[src/rtl/fp_pkg.sv]
// Shared widths, constants and the FIFO entry layout for the FP adder output stage.
package fp_pkg;

    localparam int unsigned EXP_W  = 8;
    localparam int unsigned MANT_W = 24;
    localparam int unsigned WORD_W = 32;
    localparam int unsigned FLAG_W = 3;

    localparam logic [EXP_W-1:0]  EXP_MAX        = 8'hFF;
    localparam logic [WORD_W-1:0] POS_ZERO       = 32'h0;
    localparam logic [30:0]       MAX_FINITE_MAG = 31'h7F7F_FFFF;

    localparam int unsigned ZERO = 0;
    localparam int unsigned OVF  = 1;
    localparam int unsigned UNF  = 2;

    typedef struct packed {
        logic [FLAG_W-1:0] flags;
        logic [WORD_W-1:0] word;
    } pack_entry_t;

endpackage

[src/rtl/fp_pack_fifo.sv]
// Generic DEPTH x W synchronous FIFO with valid/ready on both sides.
module fp_pack_fifo #(
    parameter int unsigned DEPTH = 2,
    parameter int unsigned W     = 35
) (
    input  logic         clk,
    input  logic         rst,
    input  logic         push_valid,
    output logic         push_ready,
    input  logic [W-1:0] push_data,
    output logic         pop_valid,
    input  logic         pop_ready,
    output logic [W-1:0] pop_data
);

    localparam int unsigned PTR_W = (DEPTH > 1) ? $clog2(DEPTH) : 1;
    localparam int unsigned CNT_W = $clog2(DEPTH) + 1;
    localparam logic [CNT_W-1:0] FULL_CNT = CNT_W'(DEPTH);

    logic [W-1:0]     mem [DEPTH];
    logic [PTR_W-1:0] wr_ptr;
    logic [PTR_W-1:0] rd_ptr;
    logic [CNT_W-1:0] count;
    logic             push;
    logic             pop;

    // Ready depends only on reset and occupancy, never on pop_ready.
    assign push_ready = rst && (count < FULL_CNT);
    assign pop_valid  = (count != '0);
    assign pop_data   = mem[rd_ptr];
    assign push       = push_valid && push_ready;
    assign pop        = pop_valid && pop_ready;

    // Storage is cleared on reset so the head reads zero afterwards.
    always_ff @(posedge clk) begin
        if (!rst) begin
            for (int unsigned i = 0; i < DEPTH; i++) begin
                mem[i] <= '0;
            end
            wr_ptr <= '0;
            rd_ptr <= '0;
            count  <= '0;
        end else begin
            if (push) begin
                mem[wr_ptr] <= push_data;
                wr_ptr      <= wr_ptr + PTR_W'(1);
            end
            if (pop) begin
                rd_ptr <= rd_ptr + PTR_W'(1);
            end
            count <= count + CNT_W'(push) - CNT_W'(pop);
        end
    end

endmodule

[src/rtl/fp_result_packer.sv]
// Packs unpacked adder results into IEEE-754 single words and buffers them.
// Build option: FP_PACK_SATURATE_EN saturates overflow to the largest finite value.
module fp_result_packer
    import fp_pkg::*;
#(
    parameter int unsigned DEPTH = 2
) (
    input  logic              clk,
    input  logic              rst,
    input  logic              in_valid,
    output logic              in_ready,
    input  logic              s_in,
    input  logic [EXP_W-1:0]  exp_in,
    input  logic [MANT_W-1:0] mant_in,
    output logic              out_valid,
    input  logic              out_ready,
    output logic [WORD_W-1:0] result,
    output logic              flag_zero,
    output logic              flag_ovf,
    output logic              flag_unf
);

    pack_entry_t packed_in;
    pack_entry_t head;

    // Classification in priority order: zero, overflow, unnormalized, normal.
    always_comb begin
        packed_in.word  = POS_ZERO;
        packed_in.flags = '0;
        if (mant_in == '0) begin
            packed_in.flags[ZERO] = 1'b1;
        end else if (exp_in == EXP_MAX) begin
`ifdef FP_PACK_SATURATE_EN
            packed_in.word = {s_in, MAX_FINITE_MAG};
`else
            packed_in.word = {s_in, EXP_MAX, {(MANT_W-1){1'b0}}};
`endif
            packed_in.flags[OVF] = 1'b1;
        end else if (!mant_in[MANT_W-1]) begin
            packed_in.word       = {s_in, {(WORD_W-1){1'b0}}};
            packed_in.flags[UNF] = 1'b1;
        end else begin
            packed_in.word = {s_in, exp_in, mant_in[MANT_W-2:0]};
        end
    end

    fp_pack_fifo #(
        .DEPTH (DEPTH),
        .W     ($bits(pack_entry_t))
    ) u_fifo (
        .clk        (clk),
        .rst        (rst),
        .push_valid (in_valid),
        .push_ready (in_ready),
        .push_data  (packed_in),
        .pop_valid  (out_valid),
        .pop_ready  (out_ready),
        .pop_data   (head)
    );

    assign result    = head.word;
    assign flag_zero = head.flags[ZERO];
    assign flag_ovf  = head.flags[OVF];
    assign flag_unf  = head.flags[UNF];

endmodule

[config.mk]
export PLATFORM = sky130hd
export DESIGN_NAME = fp_result_packer
export DESIGN_NICKNAME = d
export VERILOG_FILES = /design/src/rtl/fp_pkg.sv /design/src/rtl/fp_pack_fifo.sv /design/src/rtl/fp_result_packer.sv
export SDC_FILE = /design/constraint.sdc
export NUM_CORES = 1
export LEC_CHECK = 0
export CORE_MARGIN = 2
export CORE_UTILIZATION = 50
export CTS_BUF_LIST = sky130_fd_sc_hd__clkbuf_16
export DETAILED_ROUTE_END_ITERATION = 12
export HOLD_SLACK_MARGIN = 0.06
export PLACE_DENSITY = 0.88
export SLEW_MARGIN = 20
export SYNTH_ARGS = -nofsm -noshare
export SYNTH_HDL_FRONTEND = slang
export SYNTH_HIERARCHICAL = 1
export SYNTH_SLANG_ARGS = --single-unit
[constraint.sdc]
create_clock -name clk -period 7.4 [get_ports clk]
set_clock_uncertainty 0.2 [all_clocks]
set_input_delay 1.11 -clock clk [delete_from_list [all_inputs] [get_ports clk]]
set_output_delay 1.11 -clock clk [all_outputs]
set_load 0.03 [all_outputs]
== After elaboration in Yosys (flattened, before gate mapping) ==
Memory sizes are Yosys's and may differ from the RTL's. A register that Yosys moved wholly into a read port is not among the register bits.
Cells that the tools add are included.

* Register bits: 4
* Memory bits (writable): 70
* Bits of input ports: 37
* Output and inout bits: 37
* Memories kept: 1

* Add/sub/neg operators: 4
* Order comparisons: 1
* Equality and inequality tests: 1
* Mux-type cells: 17
* Reduce and logical (&&, ||, !) cells: 6

{| class="wikitable"
|+ Memory list
! memory !! depth !! bits a word !! read ports !! clocked after memory_dff !! write ports !! RTL line !! source
|-
| u_fifo.mem || 2 || 35 || 1 || 1 || 2 || fp_pack_fifo.sv:20 || <nowiki>logic [W-1:0] mem [DEPTH];</nowiki>
|}

{| class="wikitable"
|+ Operators by type and width
! cell !! number
|-
| 31-bit two-way mux || 2
|-
| 35-bit two-way mux || 1
|-
| 35-bit OR reduction || 1
|-
| 32-bit two-way mux || 1
|-
| 24-bit logical NOT || 1
|-
| 1-bit two-way mux || 12
|-
| 8-bit equality test (second input constant) || 1
|-
| 1-bit logical AND || 3
|-
| 1-bit adder (second input constant) || 2
|-
| 2-bit by 1-bit adder with 2-bit output || 1
|-
| 2-bit less-than comparator (second input constant) || 1
|-
| 2-bit two-way mux || 1
|-
| 2-bit nonzero test || 1
|-
| 2-bit by 1-bit subtractor with 2-bit output || 1
|}

== Logic depth before layout (Yosys ltp) ==
* Word-level depth: 8
* Depth in mapped cells: 8

== Hierarchy ==
The synthesis kept the hierarchy.

{| class="wikitable"
|+ Modules (own cells, without submodules)
! module !! instances !! cells each !! area each (um^2) !! seq. area each (um^2)
|-
| fp_pack_fifo || 1 || 255 || 3256.9 || 2202.1
|-
| fp_result_packer || 1 || 60 || 389.1 || 0.0
|}

== Least setup slack after synthesis ==
No wires, ideal clock.

* Path kind: input to register
* Start: input port in_valid
* End: memory u_fifo.mem[1][0] (enable)
* Data arrival time: 3.656 ns
* Path slack: 3.068 ns
* Stages on the path: 2
* Path buffers: 0
* Cells stage by stage: inv_1 > o21ai_0

{| class="wikitable"
|+ RTL lines
! what !! RTL line !! source
|-
| from (decl) || fp_result_packer.sv:10 || <nowiki>input logic in_valid,</nowiki>
|-
| to (decl) || fp_pack_fifo.sv:20 ||
|}

== Worst setup path in the final report ==
* Start: input port rst
* End: output port in_ready

* Word-level cells in the longest chain between the ends: 1

{| class="wikitable"
|+ RTL lines
! what !! RTL line !! source
|-
| from (decl) || fp_result_packer.sv:9 || <nowiki>input logic rst,</nowiki>
|-
| 1-bit logical AND || fp_pack_fifo.sv:28 || <nowiki>assign push_ready = rst && (count < FULL_CNT);</nowiki>
|-
| to (decl) || fp_result_packer.sv:11 || <nowiki>output logic in_ready,</nowiki>
|}

No other way between the ends.

==> out/results.txt <==
Via density per instance: 5.02
RSZ-0062 raised after global routing: no
Syn nets: 354
TritonCTS Buffers: 9
Pwr Density: 313 nW/um^2
Final setup vio count: 0
Crit path max fanout: 9
GRT overflow: 0
Syn Inst Count: 315
Root Buffer: clkbuf_16
Initial Util: 0.511
Worst Path Class, Setup: primary input to output port
Routed len/inst: 15.1 um
Rows: 31
Synth top area cells: edfxtp_1 (58%), mux2_2 (11%), nor2_1 (7.2%), and2_1 (4.5%), nand2_1 (4.1%)
Max Freq: 252 MHz
Yosys Warn Count: 6
Hold Path Depth: 2
Total Routed Length: 7360 um
Die Ht: 89.4 um
Max Cap Viol: 0
H-Tree Depth: 3
Die area: 7990 sq um
Worst setup SP type: primary input
Global placement routability congestion: 0.803
Max-slew violations: 0
Pre-CTS setup slack: 3.45 ns
Worst-skew pair later-pin latency: 0.32 ns
Top cell type's share of synthesized area: 0.577
Core area: 7140 sq um
I/O pin count: 74
Yosys reg bits: 75
CTS tree: done
Rel. slew slack: 0.649
Clock Pin Slew Worst Setup and Hold Paths: 0.05 ns
First-pass GRT wire length: 11400 um
Worst path required time: 6.09 ns
Dpl hpwl: 4680 um
Register-to-register setup slack: 5.47 ns
Die W: 89.4 um
Initial DRC count: 156
Post-Synthesis Cell Area: 3650 sq um
Setup ws final: 3.44 ns
Period utilization: 0.536
Drt first pass iters: 4
Sink Count: 75
WP data arrival: 2.65 ns
Post-DRT Antenna Nets: 0
Final Hold Fails: 0
Area Growth Syn to Fin: 29.0%
Routed vias: 2448
Post-synth top area cell: edfxtp_1
Hold Crit Class: register to register
ANT cells: 0
IO Port Bufs: 73
Residual DRC: 0
Filler cells: 569
Hold EP: u_fifo/count[1]$_SDFF_PN0_
Vias in the first global route: 2442
Sum Neg Setup Slack: 0 ns
Gr usage total: 0.192
Crit Reg-Reg Startpoint: u_fifo/count[1]$_SDFF_PN0_
Reg2Reg Capture Point: u_fifo/mem[0][18]$_SDFFCE_PN0P_
Status: complete, no violations
Worst setup EP type: output port
Initial antenna violation count: 0
Distinct cells, synth: 32
# hold bufs at CTS: 0
Mean post-synth cell area: 11.6 sq um
Cells on worst reg2reg path: 4
Setup bufs post-CTS: 0
Maximum vdd drop: 0.276 mV
Share of cells above drive strength 1: 0.157
# resized after CTS: 0
Worst Min Path Start: u_fifo/count[1]$_SDFF_PN0_
Seq/Total Area, Yosys: 0.604
Clock Path Buffers: 2
Slew of the pin with the lowest slew margin: 0.524 ns
Min Tclk post-route: 3.96 ns
Nets@finish: 425
Pin count of the biggest net entering global routing: 36
Leak: 1.78 nW
Yosys cell counts (all sizes together):
cell type and count:
xor2 1, inv 10, edfxtp 70, ha 2, o21ai 3, o21a 1
a21boi 4, and4 3, or2 3, nand2 40, and2 26, a211oi 8
and2b 1, nor4 4, or4 2, nor2b 2, dfxtp 5, a21oi 2
clkbuf 2, nand2b 1, buf 18, mux2 35, nor2 71, xnor2 1
how the worst max path moves through the flow:
stage	startpoint	end	cells past startpoint
final	rst	in_ready	3
after global routing	rst	in_ready	3
after CTS	rst	in_ready	3
after detailed placement	rst	in_ready	3
after global placement	rst	in_ready	3
after floorplan	in_valid	u_fifo/mem[1][0]$_SDFFCE_PN0P_	2
sequential cells by signal (all words and copies together) (netlist names), named ones only:
register and count:
u_fifo/mem 70, u_fifo/count 2, u_fifo/rd_ptr 1, u_fifo/wr_ptr 1
area by class of cell:
type | instances | area [sq um] | share of cell area
Sequential cell | 75 | 2200 | 0.468
Multi-Input combinational cell | 210 | 1290 | 0.274
Timing Repair Buffer | 80 | 803 | 0.171
Clock buffer | 9 | 225 | 0.0479
Tap cell | 99 | 124 | 0.0263
Inverter | 10 | 37.5 | 0.00798
Clock inverter | 5 | 23.8 | 0.00506
routing by layer:
layer,vias to the layer above,routed length (um),GRT usage,part of all wire
li1,1218,-,-,-
met4,0,99,0.0773,0.013
met3,12,438,0.0508,0.059
met1,1148,3020,0.227,0.41
met5,-,0,0,0
met2,70,3810,0.332,0.52
layout by cell type, fill, tap and decap left out, drive strengths merged:
cell type,count
a211oi,8
a21boi,4
a21oi,2
and2,26
and2b,1
and4,3
buf,7
clkbuf,9
clkdlybuf4s50,73
clkinv,3
clkinvlp,1
dfxtp,5
edfxtp,70
ha,2
inv,11
mux2,35
nand2,40
nand2b,1
nor2,71
nor2b,2
nor4,4
o21a,1
o21ai,3
or2,3
or4,2
xnor2,1
xor2,1
where the power goes:
part	switching (mW)	internal, mW
combinational	0.312	0.237
sequential	0.0184	0.538
clock	0.148	0.218
total	0.478	0.994
critical path, stage by stage:
cell             delay [ns]
clkdlybuf4s50_1        0.64
and2b_1                0.22
clkdlybuf4s50_1        0.68
through the flow:
stage                     std cells  power (mW)  utilization  instance area, sq um  hold slack (ns)
after CTS                       487        1.48        0.655                  4670            0.336
after global placement          473        1.11        0.620                  4430            0.294
after global routing            488        1.54        0.659                  4700            0.368
final                           488        1.47        0.659                  4700            0.334
after detailed placement        473        1.12        0.620                  4430            0.326
after floorplan                 315       0.919            -                  3650            0.277
cell families after synthesis:
group | synth area share
flip-flops | 0.604
adder cells (fa/ha/maj) | 0.00686
AND/OR/NAND/NOR | 0.194
buffers and inverters | 0.0463
AO/OA/AOI/OAI | 0.0357
XOR/XNOR | 0.00481
multiplexers | 0.108
(Power assumes the default switching activity.)
